`config.mk`:
```
export PLATFORM = sky130hd
export DESIGN_NAME = muldiv_sequencer
export DESIGN_NICKNAME = d
export VERILOG_FILES = /design/src/rtl/muldiv_sequencer_pkg.sv /design/src/rtl/muldiv_iter_core.sv /design/src/rtl/muldiv_sequencer.sv
export SDC_FILE = /design/constraint.sdc
export NUM_CORES = 1
export LEC_CHECK = 0
export CAP_MARGIN = 30
export CORE_ASPECT_RATIO = 0.75
export CORE_MARGIN = 10
export CORE_UTILIZATION = 40
export CTS_BUF_LIST = sky130_fd_sc_hd__clkbuf_8
export CTS_CLUSTER_DIAMETER = 80
export DETAILED_ROUTE_END_ITERATION = 10
export PLACE_DENSITY = 0.7
export SLEW_MARGIN = 20
export SYNTH_ARGS = -nofsm -noshare
export SYNTH_HDL_FRONTEND = slang
export SYNTH_SLANG_ARGS = --single-unit
```
`constraint.sdc`:
```
create_clock -name clk -period 4.2 [get_ports clk]
set_clock_uncertainty 0.1 [all_clocks]
set_input_delay 0.42 -clock clk [delete_from_list [all_inputs] [get_ports clk]]
set_output_delay 0.42 -clock clk [all_outputs]
set_load 0.01 [all_outputs]
```
`src/rtl/muldiv_sequencer_pkg.sv`:
```
// Shared op encodings, FSM state type and op-class helpers for the HI/LO mul/div sequencer.
package muldiv_sequencer_pkg;

  localparam logic [2:0] OP_NONE  = 3'b000;
  localparam logic [2:0] OP_MULT  = 3'b001;
  localparam logic [2:0] OP_MULTU = 3'b010;
  localparam logic [2:0] OP_DIV   = 3'b011;
  localparam logic [2:0] OP_DIVU  = 3'b100;
  localparam logic [2:0] OP_MTHI  = 3'b101;
  localparam logic [2:0] OP_MTLO  = 3'b110;

  typedef enum logic [1:0] {
    ST_IDLE,
    ST_RUN,
    ST_FIX,
    ST_DONE
  } state_e;

  function automatic logic is_arith_op(input logic [2:0] op);
    return (op == OP_MULT) || (op == OP_MULTU) || (op == OP_DIV) || (op == OP_DIVU);
  endfunction

  function automatic logic is_div_op(input logic [2:0] op);
    return (op == OP_DIV) || (op == OP_DIVU);
  endfunction

  function automatic logic is_signed_op(input logic [2:0] op);
    return (op == OP_MULT) || (op == OP_DIV);
  endfunction

endpackage

```
`src/rtl/muldiv_iter_core.sv`:
```
// Shared radix-2 datapath: {hi,lo} accumulator that does one shift-add (multiply)
// or one restoring shift-subtract (divide) step per enabled cycle.
module muldiv_iter_core #(
  parameter int WIDTH = 32
) (
  input  logic                 clk,
  input  logic                 clear_i,
  input  logic                 load_i,
  input  logic                 step_i,
  input  logic                 is_div_i,
  input  logic [WIDTH-1:0]     low_i,
  input  logic [WIDTH-1:0]     opb_i,
  output logic [2*WIDTH-1:0]   acc_o
);

  logic [2*WIDTH-1:0] acc_q, acc_d;
  logic [WIDTH-1:0]   opb_q;
  logic               div_q;
  logic [WIDTH:0]     mul_sum;
  logic [WIDTH:0]     div_shift;
  logic               div_fits;

  always_comb begin
    mul_sum   = {1'b0, acc_q[2*WIDTH-1:WIDTH]} + (acc_q[0] ? {1'b0, opb_q} : '0);
    div_shift = {acc_q[2*WIDTH-1:WIDTH], acc_q[WIDTH-1]};
    // Shifted remainder is below 2*divisor, so the subtracted value always fits in WIDTH bits.
    div_fits  = div_shift[WIDTH] || (div_shift[WIDTH-1:0] >= opb_q);
    if (div_q) begin
      if (div_fits) acc_d = {div_shift[WIDTH-1:0] - opb_q, acc_q[WIDTH-2:0], 1'b1};
      else          acc_d = {div_shift[WIDTH-1:0], acc_q[WIDTH-2:0], 1'b0};
    end else begin
      acc_d = {mul_sum, acc_q[WIDTH-1:1]};
    end
  end

  always_ff @(posedge clk) begin
    if (clear_i) begin
      acc_q <= '0;
      opb_q <= '0;
      div_q <= 1'b0;
    end else if (load_i) begin
      acc_q <= {{WIDTH{1'b0}}, low_i};
      opb_q <= opb_i;
      div_q <= is_div_i;
    end else if (step_i) begin
      acc_q <= acc_d;
    end
  end

  assign acc_o = acc_q;

endmodule

```
`src/rtl/muldiv_sequencer.sv`:
```
// HI/LO owner: FSM, step counter, sign handling and stall/write handshake around
// the shared iterative mul/div core.
module muldiv_sequencer
  import muldiv_sequencer_pkg::*;
#(
  parameter int WIDTH = 32
) (
  input  logic             clk,
  input  logic             reset,
  input  logic             op_valid,
  input  logic [2:0]       op,
  input  logic [WIDTH-1:0] rs_data,
  input  logic [WIDTH-1:0] rt_data,
  input  logic             flush,
  output logic             stall,
  output logic             busy,
  output logic             hi_we,
  output logic             lo_we,
  output logic [WIDTH-1:0] hi_wdata,
  output logic [WIDTH-1:0] lo_wdata,
  output logic             div_by_zero
);

  localparam int CNT_W = $clog2(WIDTH);

  state_e             state_q;
  logic [CNT_W-1:0]   cnt_q;
  logic               neg_a_q, neg_b_q, div_q, we_q, dz_q;
  logic [WIDTH-1:0]   hi_q, lo_q;

  logic               abort, idle, launch, op_div, div_zero, mthi_now, mtlo_now;
  logic               rs_neg, rt_neg;
  logic [WIDTH-1:0]   rs_abs, rt_abs;
  logic [2*WIDTH-1:0] acc, prod_fix;
  logic [WIDTH-1:0]   quo_fix, rem_fix, hi_d, lo_d;

  assign abort    = reset | flush;
  assign idle     = (state_q == ST_IDLE);
  assign launch   = idle & op_valid & is_arith_op(op) & ~abort;
  assign op_div   = is_div_op(op);
  assign div_zero = op_div & (rt_data == '0);
  assign mthi_now = idle & op_valid & (op == OP_MTHI) & ~abort;
  assign mtlo_now = idle & op_valid & (op == OP_MTLO) & ~abort;

  assign rs_neg = is_signed_op(op) & rs_data[WIDTH-1];
  assign rt_neg = is_signed_op(op) & rt_data[WIDTH-1];
  assign rs_abs = rs_neg ? -rs_data : rs_data;
  assign rt_abs = rt_neg ? -rt_data : rt_data;

  muldiv_iter_core #(.WIDTH(WIDTH)) u_core (
    .clk      (clk),
    .clear_i  (abort),
    .load_i   (launch & ~div_zero),
    .step_i   (state_q == ST_RUN),
    .is_div_i (op_div),
    .low_i    (rs_abs),
    .opb_i    (rt_abs),
    .acc_o    (acc)
  );

  // Remainder follows the dividend's sign; quotient/product follow the sign product.
  always_comb begin
    prod_fix = (neg_a_q ^ neg_b_q) ? -acc : acc;
    quo_fix  = (neg_a_q ^ neg_b_q) ? -acc[WIDTH-1:0] : acc[WIDTH-1:0];
    rem_fix  = neg_a_q ? -acc[2*WIDTH-1:WIDTH] : acc[2*WIDTH-1:WIDTH];
    hi_d     = div_q ? rem_fix : prod_fix[2*WIDTH-1:WIDTH];
    lo_d     = div_q ? quo_fix : prod_fix[WIDTH-1:0];
  end

  always_ff @(posedge clk) begin
    if (abort) begin
      state_q <= ST_IDLE;
      cnt_q   <= '0;
      neg_a_q <= 1'b0;
      neg_b_q <= 1'b0;
      div_q   <= 1'b0;
      we_q    <= 1'b0;
      dz_q    <= 1'b0;
      hi_q    <= '0;
      lo_q    <= '0;
    end else begin
      case (state_q)
        ST_IDLE: begin
          we_q <= 1'b0;
          dz_q <= 1'b0;
          if (launch) begin
            neg_a_q <= rs_neg;
            neg_b_q <= rt_neg;
            div_q   <= op_div;
            if (div_zero) begin
              dz_q    <= 1'b1;
              state_q <= ST_DONE;
            end else begin
              cnt_q   <= CNT_W'(WIDTH - 1);
              state_q <= ST_RUN;
            end
          end
        end
        ST_RUN: begin
          if (cnt_q == '0) state_q <= ST_FIX;
          else             cnt_q   <= cnt_q - 1'b1;
        end
        ST_FIX: begin
          hi_q    <= hi_d;
          lo_q    <= lo_d;
          we_q    <= 1'b1;
          state_q <= ST_DONE;
        end
        ST_DONE: begin
          we_q    <= 1'b0;
          dz_q    <= 1'b0;
          state_q <= ST_IDLE;
        end
        default: state_q <= ST_IDLE;
      endcase
    end
  end

  assign stall       = launch | (state_q == ST_RUN) | (state_q == ST_FIX);
  assign busy        = ~idle;
  assign hi_we       = we_q | mthi_now;
  assign lo_we       = we_q | mtlo_now;
  assign hi_wdata    = mthi_now ? rs_data : hi_q;
  assign lo_wdata    = mtlo_now ? rs_data : lo_q;
  assign div_by_zero = dz_q;

endmodule

```
Word level (Yosys, flattened, before mapping):

Index checks and enable logic that the tools add are counted.

* register bits: 173
* bits of input ports: 71
* output and inout bits: 69
* logic and storage cells: 99

* add/sub/neg operators: 8
* order comparisons: 1
* equality and inequality tests: 13
* mux-type cells: 26
* bitwise operators: 20
* reduce and logical (&&, ||, !) cells: 18

Operators with widths (count)
* $mux W32: 11
* $mux W64: 3
* $neg A32 Y32: 4
* $neg A64 Y64: 1
* $add A32 B32 Y33: 1
* $ge A32 B32 Y1: 1
* $logic_not A32 Y1: 1
* $sub A32 B32 Y32: 1
* $mux W5: 3
* $and A1 B1 Y1: 11
* $pmux W5 S2: 1
* $eq A3 B3 Y1 const B: 3
* $pmux W2 S4: 1
* $reduce_bool A2 Y1: 4
* $eq A3 B2 Y1 const B: 2
* $logic_or A1 B1 Y1: 6
* $mux W2: 3
* $ne A2 B2 Y1 const B: 3
* $logic_not A5 Y1: 1
* $or A1 B1 Y1: 5
* $sub A5 B1 Y5 const B: 1
* $eq A2 B2 Y1 const B: 2
* $pmux W1 S2: 2
* $reduce_and A2 Y1: 2
* other kinds (9): 13

Longest topological paths before layout:

* depth after elaboration: 8
* mapped depth: 15
* gate-level depth less buffers: 12

Modules after synthesis:

From an unflattened synthesis, not the netlist that was laid out.

* cells, all modules: 2045
* area total of the unflattened synthesis: 15453.6 um2

By module, submodules not included
* muldiv_iter_core: times used 1, cells an instance 1115, area each 8486.9 um2
* muldiv_sequencer: times used 1, cells an instance 930, area each 6966.7 um2

Least setup slack after synthesis:

OpenSTA, ideal clock, no wires.

* path type: reg-to-reg
* from: reg u_core.acc_q[31], in the netlist u_core.acc_o[31]
* to: reg u_core.acc_q[62], in the netlist u_core.acc_o[62]
* setup time: 120 ps
* data arrival time: 2965 ps
* path slack: 1016 ps
* stages on the path, launching flop included: 13
* path buffers: 0
* cells stage by stage: dfxtp_1 > inv_1 > ha_1 > fa_1 > nor2b_1 > o31ai_1 > a21oi_1 > a2bb2oi_1 > o21ai_0 > a41oi_1 > o21ai_0 > or3b_2 > nor3b_1

* longest elaborated chain between the ends: 4
* elaborated cells on any way between the ends: 5

RTL lines
* start: declaration: RTL line muldiv_iter_core.sv:16 `logic [2*WIDTH-1:0] acc_q, acc_d;`
* start signal: assignment: RTL line muldiv_iter_core.sv:42 `acc_q <= {{WIDTH{1'b0}}, low_i};`
* $ge A32 B32 Y1: RTL line muldiv_iter_core.sv:27 `div_fits = div_shift[WIDTH] || (div_shift[WIDTH-1:0] >= opb_q);`
* $logic_or A1 B1 Y1: RTL line muldiv_iter_core.sv:27
* $mux W64 *: RTL line muldiv_iter_core.sv:29 `if (div_fits) acc_d = {div_shift[WIDTH-1:0] - opb_q, acc_q[WIDTH-2:0], 1'b1};`
* $mux W64 *: RTL line muldiv_iter_core.sv:28 `if (div_q) begin`

Every way passes the cells marked *; elsewhere a longest branch is shown, timed or not.
A chain may end at the register's enable or synchronous reset.

Worst setup path in the final report:

* from: reg state_q[0]
* to: out lo_wdata[3]

* longest elaborated chain between the ends: 5

RTL lines
* start: declaration: RTL line muldiv_sequencer.sv:26 `state_e state_q;`
* start signal: assignment: RTL line muldiv_sequencer.sv:72 `state_q <= ST_IDLE;`
* start signal: assignment: RTL line muldiv_sequencer.sv:92 `state_q <= ST_DONE;`
* start signal: assignment: RTL line muldiv_sequencer.sv:95 `state_q <= ST_RUN;`
* $logic_not A2 Y1: RTL line muldiv_sequencer.sv:38 `assign idle = (state_q == ST_IDLE);`
* $and A1 B1 Y1 (3 in a row): RTL line muldiv_sequencer.sv:43 `assign mtlo_now = idle & op_valid & (op == OP_MTLO) & ~abort;`
* $mux W32: RTL line muldiv_sequencer.sv:124 `assign lo_wdata = mtlo_now ? rs_data : lo_q;`
* end: declaration: RTL line muldiv_sequencer.sv:20 `output logic [WIDTH-1:0] lo_wdata,`

Every way passes these cells.

==> flow_summary.ini <==
[setup_path]
slowest_delay_ps = 500
cp.required_ps = 3680
path_cells = inv_1 > ha_1 > and3_1 > nand2_1 > nor3b_2 > buf_4 > mux2_2 > clkdlybuf4s50_1
critPathBufInv = 3
critPathTopFamily = buffers and inverters
r2r_start = u_core.acc_o[0]
rr_endpoint = u_core.acc_o[63]
worstPathMaxFanout = 33
arrival_ps = 3360
ff2ff_path_depth = 13
path_class = register to output pin
cp-end-kind = output pin
cp-start-kind = register
crit_slowest_cell = clkdlybuf4s50_1
ff2ff_setup_slack_ps = 360

[floorplan]
ios = 140
start_util_pct = 40.38
die_area_um2 = 45500
design.core.area_um2 = 36940
die_x_um = 243.0
placementRows = 61
die_h_um = 187.2

[power_and_ir_drop]
powerDensity_nw_per_um2 = 235.3
power.leakage_uw = 0.006459
ir_drop_mv = 0.2298

[place]
portBuffers = 139
dp_slack_ps = 408.1
place.gp.congestion = 0.9852
hpwl_um = 42410

[logic_synthesis]
synthFlopType = dfxtp_1
yosys.area.top_type = dfxtp_1
netlist_top_cells_area = dfxtp_1, a211oi_1, nor2_1
synth_top_area_share_pct = 23.22
netlist_area_um2 = 14920
ys_types = 84
synth_edf_count = 0
synthCells = 1967
syn_avg_cell_area_um2 = 7.584
synth_nets = 2115
yosysWarnings = 0
ys_seq_elements = 173
synth_seq_area_share_pct = 23.22
async_reset_ff_share_pct = 0

[sta]
slew_headroom_pct = 34.17
rsz0062_at_grt = no
final-hold-violation-count = 0
finalMaxSlewViolations = 0
fin_crit_sh_pct = 92.35
timing.final.crit_period_ps = 3879
fin_ws_ps = 321.4
finalSetupTns_ps = 0
tightest_slew_ps = 987.5
setup_viol = 0
clock.fmax_mhz = 257.8

[route]
ant_nets = 0
wl_per_cell_um = 21.49
wirelength_um = 55510
drcViolationCount = 0
drt_iter0_drc = 1961
dr.pass1.iters = 6
viasPerCell = 6.031
vias = 15580

[final_layout]
antenna_cells = 0
area_delta_synth_final_pct = 16.87
seq_area_um2 = 3465
multi_input_area_um2 = 10680
nets = 2214
fillers = 3669
drive_above_1_share_pct = 10.68

[cts]
clk_latency_ps = 520
cts_resized = 0
ctsHoldBuffers = 0
cts_made_buffers = 17
htreeDepth = 4
clock_path_buffers = 2
root_buffer = clkbuf_8
clk_pin_slew_ps = 110
cts_tree = built
clock-sinks = 173
cts_setup_buffers = 0

[job]
cap_viol_max_count = 0

[outcome]
status = finished clean

[global_routing]
grtUsageTotal_pct = 23.42
grt_pass1_vias = 14700
antenna_found_initial = 1
grt_max_degree = 84
grt_overflow = 0
grt_first_pass_wirelength_um = 85970

[hold_path]
hold_class = register to register
hold_path_end = u_core.opb_q[31]
hp-start = u_core.opb_q[31]
holdPathStages = 2
-- worst max path at each step --
| stage | start | to | slack, ps | depth (start not counted) |
|---|---|---|---|---|
| 5_1_grt | u_core.acc_o[0] | u_core.acc_o[63] | 70 | 13 |
| 6_report | state_q[0] | lo_wdata[3] | 320 | 8 |
| 4_1_cts | state_q[0] | lo_wdata[3] | 320 | 8 |
| 2_1_floorplan | u_core.acc_o[31] | u_core.acc_o[62] | 1020 | 12 |
| 3_5_place_dp | rt_data[24] | u_core.opb_q[1] | 410 | 7 |
| 3_3_place_gp | rt_data[24] | u_core.opb_q[1] | 450 | 7 |
-- power breakdown --
group / internal (µW) / switching (µW)
sequential: 1670 / 33.0
clock: 467 / 763
combinational: 494 / 678
total: 2630 / 1470
-- worst reg2reg max path, stage by stage, from the launching register on --
cell      delay [ps]
dfxtp_1          390
inv_1            140
buf_4            330
nor2_1           110
ha_1             250
a211oi_1         350
o211ai_1         190
a221oi_1         430
o21bai_1         180
a41oi_1          450
o21ai_0          240
o31ai_1          330
a221o_1          190
a21oi_1           60
-- stage by stage --
step	power [µW]	instances	utilization (%)	hold slack, ps	area [µm²]
final	4101	2583	47.19	374.3	17430
after global routing	4260	2583	47.19	386.4	17430
after CTS	4088	2583	47.19	370.5	17430
after detailed placement	2870	2551	46.17	354.5	17060
after global placement	2864	2551	46.17	344.7	17060
after floorplan	2436	1967	-	331.9	14920
-- area by class of cell --
class | count | share of cell area [%]
Multi-Input combinational cell | 1581 | 61.26
Clock buffer | 19 | 1.500
Inverter | 78 | 1.679
Sequential cell | 173 | 19.87
Tap cell | 504 | 3.617
Timing Repair Buffer | 215 | 11.40
Clock inverter | 13 | 0.6675
-- kinds of logic (layout without fill, tap and decap cells) --
kind of cell / count (synthesis) / in the layout / synth area share (%)
simple gates: 614 / 614 / 19.40
compound gates: 591 / 591 / 25.98
buf+inv: 213 / 325 / 5.570
flops: 173 / 173 / 23.22
xor+xnor: 168 / 168 / 9.864
mux: 131 / 131 / 9.411
fa+ha+maj: 77 / 77 / 6.559
-- routing by layer --
layer  vias to the layer above  share of wire [%]  GRT usage [%]
met2                       813                 39          32.16
met1                      7322                 47          33.49
met5                         -                  0              0
met4                         0                1.6          5.589
li1                       7383                  -              -
met3                        61                 12          8.619
-- synth_stat cells, types with 36 or more instances --
| cell type | number |
|---|---|
| ha_1 | 75 |
| nor2_1 | 278 |
| xor2_1 | 60 |
| a211oi_1 | 139 |
| dfxtp_1 | 173 |
| inv_1 | 77 |
| nand2_1 | 105 |
| o21ai_0 | 101 |
| nor3_1 | 46 |
| mux2i_1 | 57 |
| mux2_2 | 74 |
| xnor2_1 | 108 |
| nand3_1 | 36 |
| clkbuf_1 | 103 |
| a21oi_1 | 153 |
-- cells in the final DEF (no fill, tap or decap), drive strengths merged, types with 6 or more instances in the layout --
cell / count
nand3: 36
buf: 76
o21bai: 15
inv: 88
mux2: 74
clkbuf: 19
and2: 11
a311oi: 13
or2: 6
o41ai: 11
nor3b: 7
xnor2: 108
a211oi: 139
nand2b: 12
nor2: 279
o211ai: 7
a21o: 32
dfxtp: 173
ha: 75
o31ai: 19
a21oi: 153
o21ai: 102
or3: 13
and3: 13
a31oi: 28
a31o: 8
nand4: 13
nor3: 49
a41oi: 6
nand2: 106
nor4: 26
o22ai: 7
nand3b: 6
o21a: 7
xor2: 60
mux2i: 57
nor2b: 15
clkdlybuf4s50: 139
or4: 10
-- flip-flops by register name (all words and copies together), names as in the netlist --
name / count
lo_q: 32
cnt_q: 5
neg_a_q: 1
hi_q: 32
state_q: 2
u_core.div_q: 1
div_by_zero: 1
u_core.acc_o: 64
div_q: 1
we_q: 1
u_core.opb_q: 32
neg_b_q: 1
Note: power is estimated with default switching activity, not from simulation.
